### src/rtl/memory_arbiter.sv
// rtl/memory_arbiter.sv - arbitrates I-cache and D-cache block accesses onto one shared memory port.
// Define ARBITER_ROUND_ROBIN_EN to alternate contested grants; otherwise the D-cache always wins.
module memory_arbiter (
    input  logic          clk_i,
    input  logic          reset_i,
    input  logic          ic_read_i,
    input  logic [27:0]   ic_address_i,
    output logic [127:0]  ic_readdata_o,
    output logic          ic_busywait_o,
    input  logic          dc_read_i,
    input  logic          dc_write_i,
    input  logic [27:0]   dc_address_i,
    input  logic [127:0]  dc_writedata_i,
    output logic [127:0]  dc_readdata_o,
    output logic          dc_busywait_o,
    output logic          mem_read_o,
    output logic          mem_write_o,
    output logic [27:0]   mem_address_o,
    output logic [127:0]  mem_writedata_o,
    input  logic [127:0]  mem_readdata_i,
    input  logic          mem_busywait_i
);

    typedef enum logic [1:0] {
        IDLE,
        IC_ACCESS,
        DC_ACCESS,
        DONE
    } state_t;

    localparam logic GRANT_IC = 1'b0;
    localparam logic GRANT_DC = 1'b1;

    state_t         state_q;
    logic           last_grant_q;
    logic           mem_read_q;
    logic           mem_write_q;
    logic [27:0]    mem_address_q;
    logic [127:0]   mem_writedata_q;
    logic [127:0]   ic_readdata_q;
    logic [127:0]   dc_readdata_q;

    logic           ic_req;
    logic           dc_req;
    logic           grant_dc_d;

    always_comb begin
        ic_req = ic_read_i;
        dc_req = dc_read_i | dc_write_i;
`ifdef ARBITER_ROUND_ROBIN_EN
        // On contention the requester that did not win last time gets the port.
        grant_dc_d = dc_req && (!ic_req || (last_grant_q == GRANT_IC));
`else
        grant_dc_d = dc_req;
`endif
    end

    always_ff @(posedge clk_i or posedge reset_i) begin
        if (reset_i) begin
            state_q         <= IDLE;
            last_grant_q    <= GRANT_IC;
            mem_read_q      <= 1'b0;
            mem_write_q     <= 1'b0;
            mem_address_q   <= '0;
            mem_writedata_q <= '0;
            ic_readdata_q   <= '0;
            dc_readdata_q   <= '0;
        end else begin
            case (state_q)
                IDLE: begin
                    if (grant_dc_d) begin
                        state_q         <= DC_ACCESS;
                        last_grant_q    <= GRANT_DC;
                        mem_address_q   <= dc_address_i;
                        mem_writedata_q <= dc_writedata_i;
                        // A simultaneous read and write request is served as a write-back.
                        mem_write_q     <= dc_write_i;
                        mem_read_q      <= ~dc_write_i;
                    end else if (ic_req) begin
                        state_q         <= IC_ACCESS;
                        last_grant_q    <= GRANT_IC;
                        mem_address_q   <= ic_address_i;
                        mem_writedata_q <= '0;
                        mem_write_q     <= 1'b0;
                        mem_read_q      <= 1'b1;
                    end
                end
                IC_ACCESS, DC_ACCESS: begin
                    if (!mem_busywait_i) begin
                        if (mem_read_q) begin
                            if (state_q == IC_ACCESS) begin
                                ic_readdata_q <= mem_readdata_i;
                            end else begin
                                dc_readdata_q <= mem_readdata_i;
                            end
                        end
                        mem_read_q  <= 1'b0;
                        mem_write_q <= 1'b0;
                        state_q     <= DONE;
                    end
                end
                DONE: begin
                    state_q <= IDLE;
                end
                default: begin
                    state_q <= IDLE;
                end
            endcase
        end
    end

    // Each stall is released only in the single DONE cycle of that requester's own access.
    assign ic_busywait_o = ic_req && !((state_q == DONE) && (last_grant_q == GRANT_IC));
    assign dc_busywait_o = dc_req && !((state_q == DONE) && (last_grant_q == GRANT_DC));

    assign ic_readdata_o   = ic_readdata_q;
    assign dc_readdata_o   = dc_readdata_q;
    assign mem_read_o      = mem_read_q;
    assign mem_write_o     = mem_write_q;
    assign mem_address_o   = mem_address_q;
    assign mem_writedata_o = mem_writedata_q;

endmodule

### config.mk
export PLATFORM = sky130hd
export DESIGN_NAME = memory_arbiter
export DESIGN_NICKNAME = d
export VERILOG_FILES = /design/src/rtl/memory_arbiter.sv
export SDC_FILE = /design/constraint.sdc
export NUM_CORES = 1
export LEC_CHECK = 0
export CAP_MARGIN = 5
export CORE_AREA = 2 2 289 291
export CTS_BUF_LIST = sky130_fd_sc_hd__clkbuf_8 sky130_fd_sc_hd__clkbuf_16
export CTS_CLUSTER_SIZE = 25
export DETAILED_ROUTE_END_ITERATION = 8
export DIE_AREA = 0 0 291 293
export GPL_TIMING_DRIVEN = 0
export SYNTH_ARGS = -nofsm -noshare
export SYNTH_HDL_FRONTEND = slang
export SYNTH_SLANG_ARGS = --single-unit
### constraint.sdc
create_clock -name clk_i -period 35.1 [get_ports clk_i]
set_clock_uncertainty 0.05 [all_clocks]
set_input_delay 7.02 -clock clk_i [delete_from_list [all_inputs] [get_ports clk_i]]
set_output_delay 7.02 -clock clk_i [all_outputs]
set_load 0.02 [all_outputs]
==> flow_summary.yaml <==
worst_setup_path:
  reg2reg_from: "state_q[1]"
  crit_start: "dc_write_i"
  critical_path.max_fanout: 10
  crit_end: "dc_busywait_o"
  crit_type: "in -> out"
  r2r_end: "ic_readdata_o[117]"
  ff2ff_path_depth: 6
  end_kind: "output port"
  worstSetupStartpointType: "input pin"
  cp_data_required_time_ps: 28030
  cp.arrival_ps: 8980
  r2r_slack_ps: 32710
cells_and_area:
  drive_above_1_share: 0.2223
  nFillCells: 8059
  num_antenna_cells: 0
  fin_nets: 2085
  syn_to_final_growth_pct: 65.67
  stdcell_area_mm2: 0.02590
drt:
  firstDrtPassIters: 4
  avgViaCountPerCell: 3.978
  ant_nets: 0
  routed_wl_um: 53460
  vias: 11410
  drt-wirelength-per-cell_um: 18.63
  drc: 0
  drt_iter0_drc: 278
clocking:
  htreeDepth: 2
  cts_buffers: 47
  cts.sinks: 417
  hold_buffers: 0
  clkTransAtPathRegs_ps: 60
  cts_root_buffer: "clkbuf_16"
  cts_setup_buffers: 0
  cts_resized: 0
  worstSkewPairLatency_ps: 560
  cts_tree: "yes"
  clockBufferDepth: 3
timing:
  fin_crit_sh: 0.4572
  fmaxAchievable_mhz: 62.31
  fin_setup_tns_ps: 0
  finalSetupViolCount: 0
  rsz0062_at_grt: "no"
  final-max-slew-violation-count: 0
  period_needed_ps: 16050
  hold_viol_final: 0
  maxSlewHeadroom: 0.5265
  worst_pin_slew_ps: 710.3
place:
  io_buffers: 733
  place_area_mm2: 0.02440
  place.gp.congestion: 0.8262
  dp_hpwl_um: 41650
logic_synthesis:
  avgSynthCellArea_um2: 15.98
  synth_edf_count: 0
  synth_top_cell_by_area: "dfrtp_1"
  ys_seq_elements: 417
  ys_seq_area_frac: 0.6676
  syn_nets: 1300
  synthTopCellsByArea: "dfrtp_1 67%, mux2_2 19%, a22o_1 7.2%, mux2i_1 2.0%, buf_2 1.3%"
  synthDistinctLibCells: 24
  synthArstFlopShare: 1.000
  netlist.area_leader.share: 0.6676
  yosysWarningCount: 0
  synthCells: 978
  netlist_area_mm2: 0.01563
  synth_ff_type: "dfrtp_1"
global_route:
  grt_util_all_layers: 0.1207
  grt_pass1_wl_um: 79410
  grt_max_degree: 129
  overflow: 0
  grt_pass1_vias: 12560
  antenna_found_initial: 2
min_path:
  hold_path.class: "reg -> reg"
floorplan:
  core.rowCount: 105
  die_w_um: 291
  die_area_mm2: 0.08526
  die_y_um: 293
  initial_core_util: 0.1910
  io_pins: 734
  core_mm2: 0.08185
pwr:
  vdd.ir_drop.worst_uv: 52.15
  leakage_nw: 11.19
  power_density_mw_per_mm2: 89.39
status:
  run_status: "finished, final reports clean"
flow_run:
  cap_violations: 0
where the power goes:
part	internal (W)	switching, W
Combinational	0.000539	0.000510
Sequential	0.000680	0.000113
Clock	0.000277	0.000195
worst min-delay path by stage:
stage,start,end,depth (start not counted)
after global placement,mem_address_o[4],mem_address_o[4],2
after detailed placement,mem_address_o[5],mem_address_o[5],2
after CTS,mem_address_o[5],mem_address_o[5],2
after global routing,mem_address_o[23],mem_address_o[23],2
after floorplan,last_grant_q,last_grant_q,1
final,mem_address_o[5],mem_address_o[5],2
flip-flops by register name, indices dropped and copies added, names as in the netlist:
name / count
mem_write_o: 1
ic_readdata_o: 128
mem_read_o: 1
mem_writedata_o: 128
dc_readdata_o: 128
last_grant_q: 1
state_q: 2
mem_address_o: 28
placed cells by master, fill, tap and decap left out, types with 2 or more instances in the layout:
master and n:
a21oi_1 2, a22o_1 129, buf_16 3, buf_2 42, buf_4 6, buf_6 14
bufinv_16 2, clkbuf_1 3, clkbuf_16 48, clkbuf_8 7, clkdlybuf4s50_1 733, clkinv_2 12
dfrtp_1 417, ha_1 4, inv_1 16, mux2_2 257, mux2i_1 32, nand2_1 28
o21ai_0 28, o2bb2ai_1 2
stage by stage:
step / std cells / power [W] / utilization / setup slack [ps] / hold WS [ps]
after floorplan: 978 / 0.001299 / - / 16420 / 422.3
after global placement: 2781 / 0.001840 / 0.2970 / 11980 / 415.9
after detailed placement: 2784 / 0.001858 / 0.2981 / 19020 / 420.3
after CTS: 2869 / 0.002350 / 0.3164 / 19020 / 433.3
after global routing: 2869 / 0.002432 / 0.3164 / 18940 / 453.1
final: 2869 / 0.002315 / 0.3164 / 19050 / 428.4
critical path, cell delays in order:
cell and delay [ps]:
clkdlybuf4s50_1 540, nor2_2 340, buf_2 380, a21oi_1 80
clkdlybuf4s50_1 600
cell families (layout without fill, tap and decap cells):
kind of cell | Yosys count | after routing | synth area share
AO/OA/AOI/OAI | 165 | 165 | 0.08597
adder cells (fa/ha/maj) | 4 | 4 | 0.003202
buffers and inverters | 69 | 890 | 0.02810
flip-flops | 417 | 417 | 0.6676
multiplexers | 289 | 289 | 0.2056
AND/OR/NAND/NOR | 34 | 34 | 0.009525
cells in the mapped netlist (3+ instances only):
cell type / n
a22o_1: 129
buf_2: 42
buf_4: 6
buf_6: 14
clkbuf_1: 3
dfrtp_1: 417
ha_1: 4
inv_1: 4
mux2_2: 257
mux2i_1: 32
nand2_1: 28
o21ai_0: 28
per-layer routing:
layer	track usage	part of all wire	vias up
li1	-	-	5126
met5	0	0.00024	-
met1	0.1362	0.39	5692
met4	0.03488	0.026	2
met2	0.2182	0.51	505
met3	0.03707	0.074	89
area by class of cell:
type / count / area, µm² / area share
Sequential cell: 417 / 10440 / 0.4030
Timing Repair Buffer: 736 / 7420 / 0.2865
Multi-Input combinational cell: 492 / 4757 / 0.1837
Tap cell: 1070 / 1339 / 0.05170
Clock buffer: 55 / 1297 / 0.05010
Buffer: 65 / 424.2 / 0.01638
Clock inverter: 30 / 201.4 / 0.007779
Inverter: 4 / 22.52 / 0.0008697
No activity file was read; power rests on OpenSTA's default activity.
